**src/rtl/jtsdram_pkg.sv**
```systemverilog
// Shared types and constants for the per-bank SDRAM test engine.
// The pattern multiplier lives here so the checker and the preload path agree.
package jtsdram_pkg;

  typedef enum logic [2:0] {
    ST_IDLE,
    ST_WREQ,
    ST_WWAIT,
    ST_RREQ,
    ST_RWAIT,
    ST_NEXT,
    ST_END
  } state_t;

  localparam logic [1:0] MODE_RD    = 2'd0;
  localparam logic [1:0] MODE_WR_RD = 2'd1;
  localparam logic [1:0] MODE_ILV   = 2'd2;
  localparam logic [1:0] MODE_RSV   = 2'd3;

  localparam logic [15:0] PAT_MUL = 16'h9E37;

endpackage

```
**src/rtl/jtsdram_rwbank_if.sv**
```systemverilog
// Request bus between one bank test engine and the SDRAM controller.
// The engine is the master; the controller answers with ack/rdy/data_read.
interface jtsdram_rwbank_if #(
  parameter int AW = 22,
  parameter int DW = 16
);
  logic [AW-1:0] addr;
  logic          rd;
  logic          wr;
  logic [DW-1:0] din;
  logic [1:0]    din_m;
  logic          ack;
  logic          rdy;
  logic [31:0]   data_read;

  modport master (
    output addr, rd, wr, din, din_m,
    input  ack, rdy, data_read
  );

  modport slave (
    input  addr, rd, wr, din, din_m,
    output ack, rdy, data_read
  );
endinterface

```
**src/rtl/jtsdram_pattern.sv**
```systemverilog
// Test pattern for word index i: (i[15:0] * PAT_MUL) ^ seed, sized to DW.
// Shared with the loader so preloaded data and checked data match.
module jtsdram_pattern
  import jtsdram_pkg::*;
#(
  parameter int LENW = 10,
  parameter int DW   = 16
) (
  input  logic [LENW-1:0] idx,
  input  logic [15:0]     seed,
  output logic [DW-1:0]   val
);

  logic [15:0] i16;
  logic [15:0] mix;

  generate
    if (LENW >= 16) begin : g_wide
      assign i16 = idx[15:0];
    end else begin : g_narrow
      assign i16 = {{(16-LENW){1'b0}}, idx};
    end
  endgenerate

  assign mix = (i16 * PAT_MUL) ^ seed;

  generate
    if (DW <= 16) begin : g_trunc
      assign val = mix[DW-1:0];
    end else begin : g_ext
      assign val = {{(DW-16){1'b0}}, mix};
    end
  endgenerate

endmodule

```
**src/rtl/jtsdram_rwbank.sv**
```systemverilog
// Single-bank SDRAM test engine: writes and/or reads back a seeded
// pattern over 2**LENW words, counting mismatches and ack timeouts.
module jtsdram_rwbank
  import jtsdram_pkg::*;
#(
  parameter int          AW   = 22,
  parameter int          DW   = 16,
  parameter int          LENW = 10,
  parameter int unsigned BASE = 0,
  parameter int          ECW  = 8,
  parameter int          TOUT = 255
) (
  input  logic           clk,
  input  logic           rst,
  input  logic           start,
  input  logic [1:0]     mode,
  input  logic [15:0]    seed,
  jtsdram_rwbank_if.master bus,
  output logic           busy,
  output logic           done,
  output logic           bad,
  output logic [ECW-1:0] err_cnt,
  output logic [AW-1:0]  fail_addr,
  output logic           timeout
);

  localparam int TW = $clog2(TOUT + 1);
  localparam logic [AW-1:0] BASE_A = AW'(BASE);

  state_t          state;
  logic [1:0]      mode_q;
  logic [15:0]     seed_q;
  logic [LENW-1:0] idx;
  logic            wphase;
  logic [TW-1:0]   tcnt;
  logic            early;
  logic [DW-1:0]   early_data;
  logic [DW-1:0]   pat;
  logic [DW-1:0]   rdata;
  logic            got;
  logic            last;
  logic            tmo;

  jtsdram_pattern #(
    .LENW (LENW),
    .DW   (DW)
  ) u_pat (
    .idx  (idx),
    .seed (seed_q),
    .val  (pat)
  );

  // ack+rdy in one cycle leaves a pending completion for the wait state
  assign got   = early | bus.rdy;
  assign rdata = early ? early_data : bus.data_read[DW-1:0];
  assign last  = &idx;
  assign tmo   = (tcnt == TW'(TOUT - 1));

  always_ff @(posedge clk or posedge rst) begin
    if (rst) begin
      state      <= ST_IDLE;
      bus.addr   <= BASE_A;
      bus.rd     <= 1'b0;
      bus.wr     <= 1'b0;
      bus.din    <= '0;
      bus.din_m  <= 2'b11;
      busy       <= 1'b0;
      done       <= 1'b0;
      bad        <= 1'b0;
      timeout    <= 1'b0;
      err_cnt    <= '0;
      fail_addr  <= '0;
      mode_q     <= MODE_RD;
      seed_q     <= '0;
      idx        <= '0;
      wphase     <= 1'b0;
      tcnt       <= '0;
      early      <= 1'b0;
      early_data <= '0;
    end else begin
      unique case (state)
        ST_IDLE: begin
          if (start) begin
            mode_q    <= (mode == MODE_RSV) ? MODE_RD : mode;
            seed_q    <= seed;
            bad       <= 1'b0;
            err_cnt   <= '0;
            fail_addr <= '0;
            timeout   <= 1'b0;
            done      <= 1'b0;
            busy      <= 1'b1;
            idx       <= '0;
            wphase    <= (mode == MODE_WR_RD);
            state     <= (mode == MODE_WR_RD || mode == MODE_ILV)
                         ? ST_WREQ : ST_RREQ;
          end
        end
        ST_WREQ: begin
          if (!bus.wr) begin
            bus.wr    <= 1'b1;
            bus.addr  <= BASE_A + AW'(idx);
            bus.din   <= pat;
            bus.din_m <= 2'b00;
            tcnt      <= '0;
          end else if (bus.ack) begin
            bus.wr    <= 1'b0;
            bus.din_m <= 2'b11;
            early     <= bus.rdy;
            state     <= ST_WWAIT;
          end else if (tmo) begin
            bus.wr    <= 1'b0;
            bus.din_m <= 2'b11;
            timeout   <= 1'b1;
            bad       <= 1'b1;
            state     <= ST_END;
          end else begin
            tcnt <= tcnt + TW'(1);
          end
        end
        ST_WWAIT: begin
          if (got) begin
            early <= 1'b0;
            state <= (mode_q == MODE_ILV) ? ST_RREQ : ST_NEXT;
          end
        end
        ST_RREQ: begin
          if (!bus.rd) begin
            bus.rd   <= 1'b1;
            bus.addr <= BASE_A + AW'(idx);
            tcnt     <= '0;
          end else if (bus.ack) begin
            bus.rd     <= 1'b0;
            early      <= bus.rdy;
            early_data <= bus.data_read[DW-1:0];
            state      <= ST_RWAIT;
          end else if (tmo) begin
            bus.rd  <= 1'b0;
            timeout <= 1'b1;
            bad     <= 1'b1;
            state   <= ST_END;
          end else begin
            tcnt <= tcnt + TW'(1);
          end
        end
        ST_RWAIT: begin
          if (got) begin
            early <= 1'b0;
            if (rdata != pat) begin
              bad <= 1'b1;
              if (!(&err_cnt)) err_cnt <= err_cnt + ECW'(1);
              if (!bad) fail_addr <= bus.addr;
            end
            state <= ST_NEXT;
          end
        end
        ST_NEXT: begin
          if (last) begin
            if (wphase) begin
              wphase <= 1'b0;
              idx    <= '0;
              state  <= ST_RREQ;
            end else begin
              state <= ST_END;
            end
          end else begin
            idx   <= idx + LENW'(1);
            state <= (mode_q == MODE_ILV || wphase) ? ST_WREQ : ST_RREQ;
          end
        end
        ST_END: begin
          busy  <= 1'b0;
          done  <= 1'b1;
          state <= ST_IDLE;
        end
        default: state <= ST_IDLE;
      endcase
    end
  end

endmodule

```
**src/flat_wrapper.sv**
```systemverilog
// flat-port wrapper written by rule: the top's interface ports become plain ports
module jtsdram_rwbank_flat import jtsdram_pkg::*;
#(
  parameter int          AW   = 22,
  parameter int          DW   = 16,
  parameter int          LENW = 10,
  parameter int unsigned BASE = 0,
  parameter int          ECW  = 8,
  parameter int          TOUT = 255
)
  (clk, rst, start, mode, seed, busy, done, bad, err_cnt, fail_addr, timeout, bus_addr, bus_rd, bus_wr, bus_din, bus_din_m, bus_ack, bus_rdy, bus_data_read);
  jtsdram_rwbank_if #(.AW(AW), .DW(DW)) bus_i ();
  input  logic clk;
  input  logic rst;
  input  logic start;
  input  logic [1:0] mode;
  input  logic [15:0] seed;
  output logic busy;
  output logic done;
  output logic bad;
  output logic [ECW-1:0] err_cnt;
  output logic [AW-1:0] fail_addr;
  output logic timeout;
  output wire logic [$bits(bus_i.addr)-1:0] bus_addr;
  output wire logic [$bits(bus_i.rd)-1:0] bus_rd;
  output wire logic [$bits(bus_i.wr)-1:0] bus_wr;
  output wire logic [$bits(bus_i.din)-1:0] bus_din;
  output wire logic [$bits(bus_i.din_m)-1:0] bus_din_m;
  input wire logic [$bits(bus_i.ack)-1:0] bus_ack;
  input wire logic [$bits(bus_i.rdy)-1:0] bus_rdy;
  input wire logic [$bits(bus_i.data_read)-1:0] bus_data_read;
  assign bus_addr = bus_i.addr;
  assign bus_rd = bus_i.rd;
  assign bus_wr = bus_i.wr;
  assign bus_din = bus_i.din;
  assign bus_din_m = bus_i.din_m;
  assign bus_i.ack = bus_ack;
  assign bus_i.rdy = bus_rdy;
  assign bus_i.data_read = bus_data_read;
  jtsdram_rwbank #(.AW(AW), .DW(DW), .LENW(LENW), .BASE(BASE), .ECW(ECW), .TOUT(TOUT)) u_core (.clk(clk), .rst(rst), .start(start), .mode(mode), .seed(seed), .bus(bus_i), .busy(busy), .done(done), .bad(bad), .err_cnt(err_cnt), .fail_addr(fail_addr), .timeout(timeout));
endmodule
```
**config.mk**
```make
export PLATFORM = sky130hd
export DESIGN_NAME = jtsdram_rwbank_flat
export DESIGN_NICKNAME = d
export VERILOG_FILES = /design/src/rtl/jtsdram_pkg.sv /design/src/rtl/jtsdram_rwbank_if.sv /design/src/rtl/jtsdram_pattern.sv /design/src/rtl/jtsdram_rwbank.sv /design/src/flat_wrapper.sv
export SDC_FILE = /design/constraint.sdc
export NUM_CORES = 1
export LEC_CHECK = 0
export BUFFER_PORTS_ARGS = -buffer_cell sky130_fd_sc_hd__buf_4
export CAP_MARGIN = 20
export CORE_MARGIN = 3
export CORE_UTILIZATION = 59
export CTS_BUF_LIST = sky130_fd_sc_hd__clkbuf_4 sky130_fd_sc_hd__clkbuf_8
export DETAILED_ROUTE_END_ITERATION = 10
export GPL_TIMING_DRIVEN = 0
export PLACE_DENSITY = 0.82
export SETUP_SLACK_MARGIN = 0.2
export SKIP_CTS_REPAIR_TIMING = 1
export SLEW_MARGIN = 20
export SYNTH_ARGS = -nofsm -noshare
export SYNTH_HDL_FRONTEND = slang
export SYNTH_SLANG_ARGS = --single-unit
export TNS_END_PERCENT = 20
```
**constraint.sdc**
```tcl
create_clock -name clk -period 7 [get_ports clk]
set_input_delay 0 -clock clk [delete_from_list [all_inputs] [get_ports clk]]
set_output_delay 0 -clock clk [all_outputs]
set_load 0.1 [all_outputs]
```
==> summary.json <==
{
  "grt_first_pass_wirelength_um": 28800,
  "num_vias": 6117,
  "syn-mean-instance-area_um2": 9.77,
  "worstPathMaxFanout": 10,
  "num_io_pins": 131,
  "drv.max_cap_violation_count": 0,
  "final-hold-violation-count": 0,
  "grt_overflow": 0,
  "critical_path.startpoint_type": "register",
  "rsz0062_at_grt": "false",
  "tritoncts_num_sinks": 108,
  "firstDrtPassIters": 5,
  "vdd.ir_drop.worst_uv": 567,
  "grt_pass1_vias": 5924,
  "clkTransAtPathRegs_ns": 0.10,
  "worst_setup_path_category": "reg2reg",
  "cts-buffers-inserted": 9,
  "mappedNetlistArea_um2": 7550,
  "r2r-start": "u_core.idx[3]",
  "tritoncts": "done",
  "die-area_um2": 14200,
  "detail_route.vias_per_cell": 5.54,
  "count_of_mapped_cells_out_of_synthesis": 773,
  "period_share_pct": 86.8,
  "die-width_um": 119,
  "grt_max_degree": 81,
  "yosysUniqueCellTypes": 66,
  "antenna_cells_inserted": 0,
  "finalSetupViolations": 0,
  "min_path_type": "in2reg",
  "placementRows": 40,
  "clock_tree.buffer_depth": 2,
  "cts.htree.levels": 3,
  "tightest_slew_ns": 0.816,
  "antenna_found_initial": 0,
  "count_of_state_elements_after_synthesis": 108,
  "synth_edf_count": 0,
  "fin_crit_ns": 6.08,
  "areaGrowthSynthToFinish_pct": 20.6,
  "worst_r2r_path_depth": 18,
  "slew_headroom_pct": 45.2,
  "starting_density_of_the_core_pct": 61.6,
  "cp.arrival_ns": 6.35,
  "routed_wire_per_std_cell_um": 16.3,
  "floorplan.die.height_um": 119,
  "globalRouteTotalUtil_pct": 25.4,
  "timing.critical_path.to": "u_core.err_cnt[4]",
  "total_power_mw": 3.66,
  "layout_commonest_cell": "sky130_fd_sc_hd__buf_4",
  "maxClockFrequency_mhz": 165,
  "power.leakage_nw": 4.48,
  "synth_top_flop_cell": "sky130_fd_sc_hd__dfrtp_1",
  "detailedRoute.firstIterationViolations": 501,
  "finalClockSkew_ns": 0.0115,
  "routed_wl_um": 18000,
  "rr_endpoint": "u_core.err_cnt[4]",
  "layout.cells.most_common_list": "sky130_fd_sc_hd__buf_4 (115), sky130_fd_sc_hd__dfrtp_1 (107), sky130_fd_sc_hd__inv_1 (85)",
  "place.gp.congestion": 0.925,
  "layout-drive-gt1-share_pct": 19.4,
  "crit_path_from": "u_core.idx[3]",
  "finish.net_count": 1072,
  "status": "complete, no violations",
  "remaining_drc_errors": 0,
  "port_buffers": 89,
  "ys.warnings.count": 0,
  "synth.yosys.seq_area_share_pct": 35.8,
  "critPathRequiredTime_ns": 7.27,
  "post-dp-hpwl_um": 13400,
  "pwr_density_cell_nw_per_um2": 402,
  "worst-r2r-setup-slack_ns": 0.92,
  "cts_root_buf": "sky130_fd_sc_hd__clkbuf_8",
  "drv_slew": 0,
  "antenna_violating_nets_left": 0,
  "core_area_um2": 12300,
  "yosysTopAreaCell": "sky130_fd_sc_hd__dfrtp_1",
  "synthTopCellsByArea": "sky130_fd_sc_hd__dfrtp_1 (35%), sky130_fd_sc_hd__fa_1 (8.8%), sky130_fd_sc_hd__ha_1 (8.5%)",
  "setup-tns-final_ns": 0,
  "asyncSetResetFlopFracSynth_pct": 100,
  "setup.worst_path.end_class": "register",
  "synthDominantCellAreaShare_pct": 35.5,
  "clock_latency_ns": 0.40
}
==> where the power goes <==
part           internal (mW)  switching (mW)
clock network          0.169           0.230
logic                  0.726            1.55
registers              0.829           0.158
==> logic make-up (layout without fill, tap and decap cells) <==
group | count (synthesis) | in the layout | synth area share, %
and+or+nand+nor | 190 | 190 | 12.2
AOI/OAI and AO/OA | 146 | 146 | 12.0
buffers and inverters | 135 | 276 | 8.20
DFF | 108 | 108 | 35.8
adders and majority gates | 84 | 84 | 17.2
muxes | 60 | 60 | 8.52
xor gates and xnor gates | 49 | 49 | 5.97
other | 1 | 24 | 0.0497
==> synthesized netlist by cell type, types with 8 or more instances <==
cell type                    n
sky130_fd_sc_hd__xnor2_1    26
sky130_fd_sc_hd__fa_1       33
sky130_fd_sc_hd__nand2_1    77
sky130_fd_sc_hd__and3_1      8
sky130_fd_sc_hd__dfrtp_1   107
sky130_fd_sc_hd__ha_1       51
sky130_fd_sc_hd__inv_1      86
sky130_fd_sc_hd__xor2_1     21
sky130_fd_sc_hd__buf_4      25
sky130_fd_sc_hd__nor2_1     36
sky130_fd_sc_hd__nand3_1    12
sky130_fd_sc_hd__a21oi_1    36
sky130_fd_sc_hd__nor3_1      9
sky130_fd_sc_hd__mux2i_1    26
sky130_fd_sc_hd__mux2_2     34
sky130_fd_sc_hd__clkbuf_1   18
sky130_fd_sc_hd__o21ai_0    56
==> per-layer routing <==
metal	vias up	GRT usage [%]	wire (um)
li1	2907	-	-
met3	31	4.70	1090
met2	220	41.5	8880
met4	0	8.11	373
met1	2959	34.4	7640
met5	-	0	0
==> stage by stage <==
stage | setup slack, ns | area [um^2] | std cells | util [%] | hold WS (ns)
2_1_floorplan | 1.49 | 7630 | 796 | - | 0.152
3_3_place_gp | 1.02 | 8510 | 1053 | 69.4 | 0.233
3_5_place_dp | 1.01 | 8560 | 1055 | 69.8 | -0.0152
4_1_cts | 0.981 | 8760 | 1070 | 71.4 | -0.455
5_1_grt | 0.614 | 9110 | 1105 | 74.3 | 0.0381
6_report | 0.924 | 9110 | 1105 | 74.3 | 0.0103
==> worst max-delay path, stage by stage, from the launching register on <==
cell and delay [ns]:
sky130_fd_sc_hd__dfrtp_1 0.61, sky130_fd_sc_hd__fa_1 0.52, sky130_fd_sc_hd__ha_1 0.40, sky130_fd_sc_hd__fa_1 0.50, sky130_fd_sc_hd__fa_1 0.57, sky130_fd_sc_hd__inv_1 0.06
sky130_fd_sc_hd__fa_1 0.54, sky130_fd_sc_hd__inv_1 0.05, sky130_fd_sc_hd__ha_1 0.41, sky130_fd_sc_hd__xor2_2 0.23, sky130_fd_sc_hd__xor2_1 0.35, sky130_fd_sc_hd__nor2_1 0.07
sky130_fd_sc_hd__a311oi_1 0.21, sky130_fd_sc_hd__nand4_1 0.12, sky130_fd_sc_hd__or4b_4 0.53, sky130_fd_sc_hd__o31ai_4 0.35, sky130_fd_sc_hd__buf_6 0.19, sky130_fd_sc_hd__or2_2 0.15
sky130_fd_sc_hd__o221ai_1 0.10
==> layout make-up <==
type / count / area [um^2]
timing repair buffer: 126 / 1050
clock inverter: 6 / 73.8
fill: 892 / 3160
clock buffer: 9 / 124
buffer: 49 / 297
multi-input combinational: 553 / 4320
tap: 168 / 210
sequential: 108 / 2700
inverter: 86 / 328
==> state kept, by name, indices dropped and copies added (netlist names) <==
name and count:
u_core.bus.din 16, u_core.early_data 16, u_core.seed_q 16, u_core.bus.addr 10
u_core.fail_addr 10, u_core.idx 10, u_core.err_cnt 8, u_core.tcnt 8
u_core.state 3, u_core.mode_q 2, u_core.bad 1, u_core.bus.din_m 1
u_core.bus.rd 1, u_core.bus.wr 1, u_core.busy 1, u_core.done 1
u_core.early 1, u_core.timeout 1, u_core.wphase 1
==> worst min-delay path by stage <==
stage / to / slack (ns) / startpoint / cells after the start
after floorplan: u_core.early_data[10] / 0.15 / bus_data_read[10] / 1
after global placement: u_core.seed_q[3] / 0.23 / seed[3] / 2
after detailed placement: u_core.fail_addr[4] / -0.02 / rst / 2
after CTS: u_core.fail_addr[4] / -0.46 / rst / 2
after global routing: u_core.mode_q[0] / 0.04 / mode[0] / 4
final: u_core.wphase / 0.01 / mode[0] / 4
Note: power is estimated with default switching activity, not from simulation.
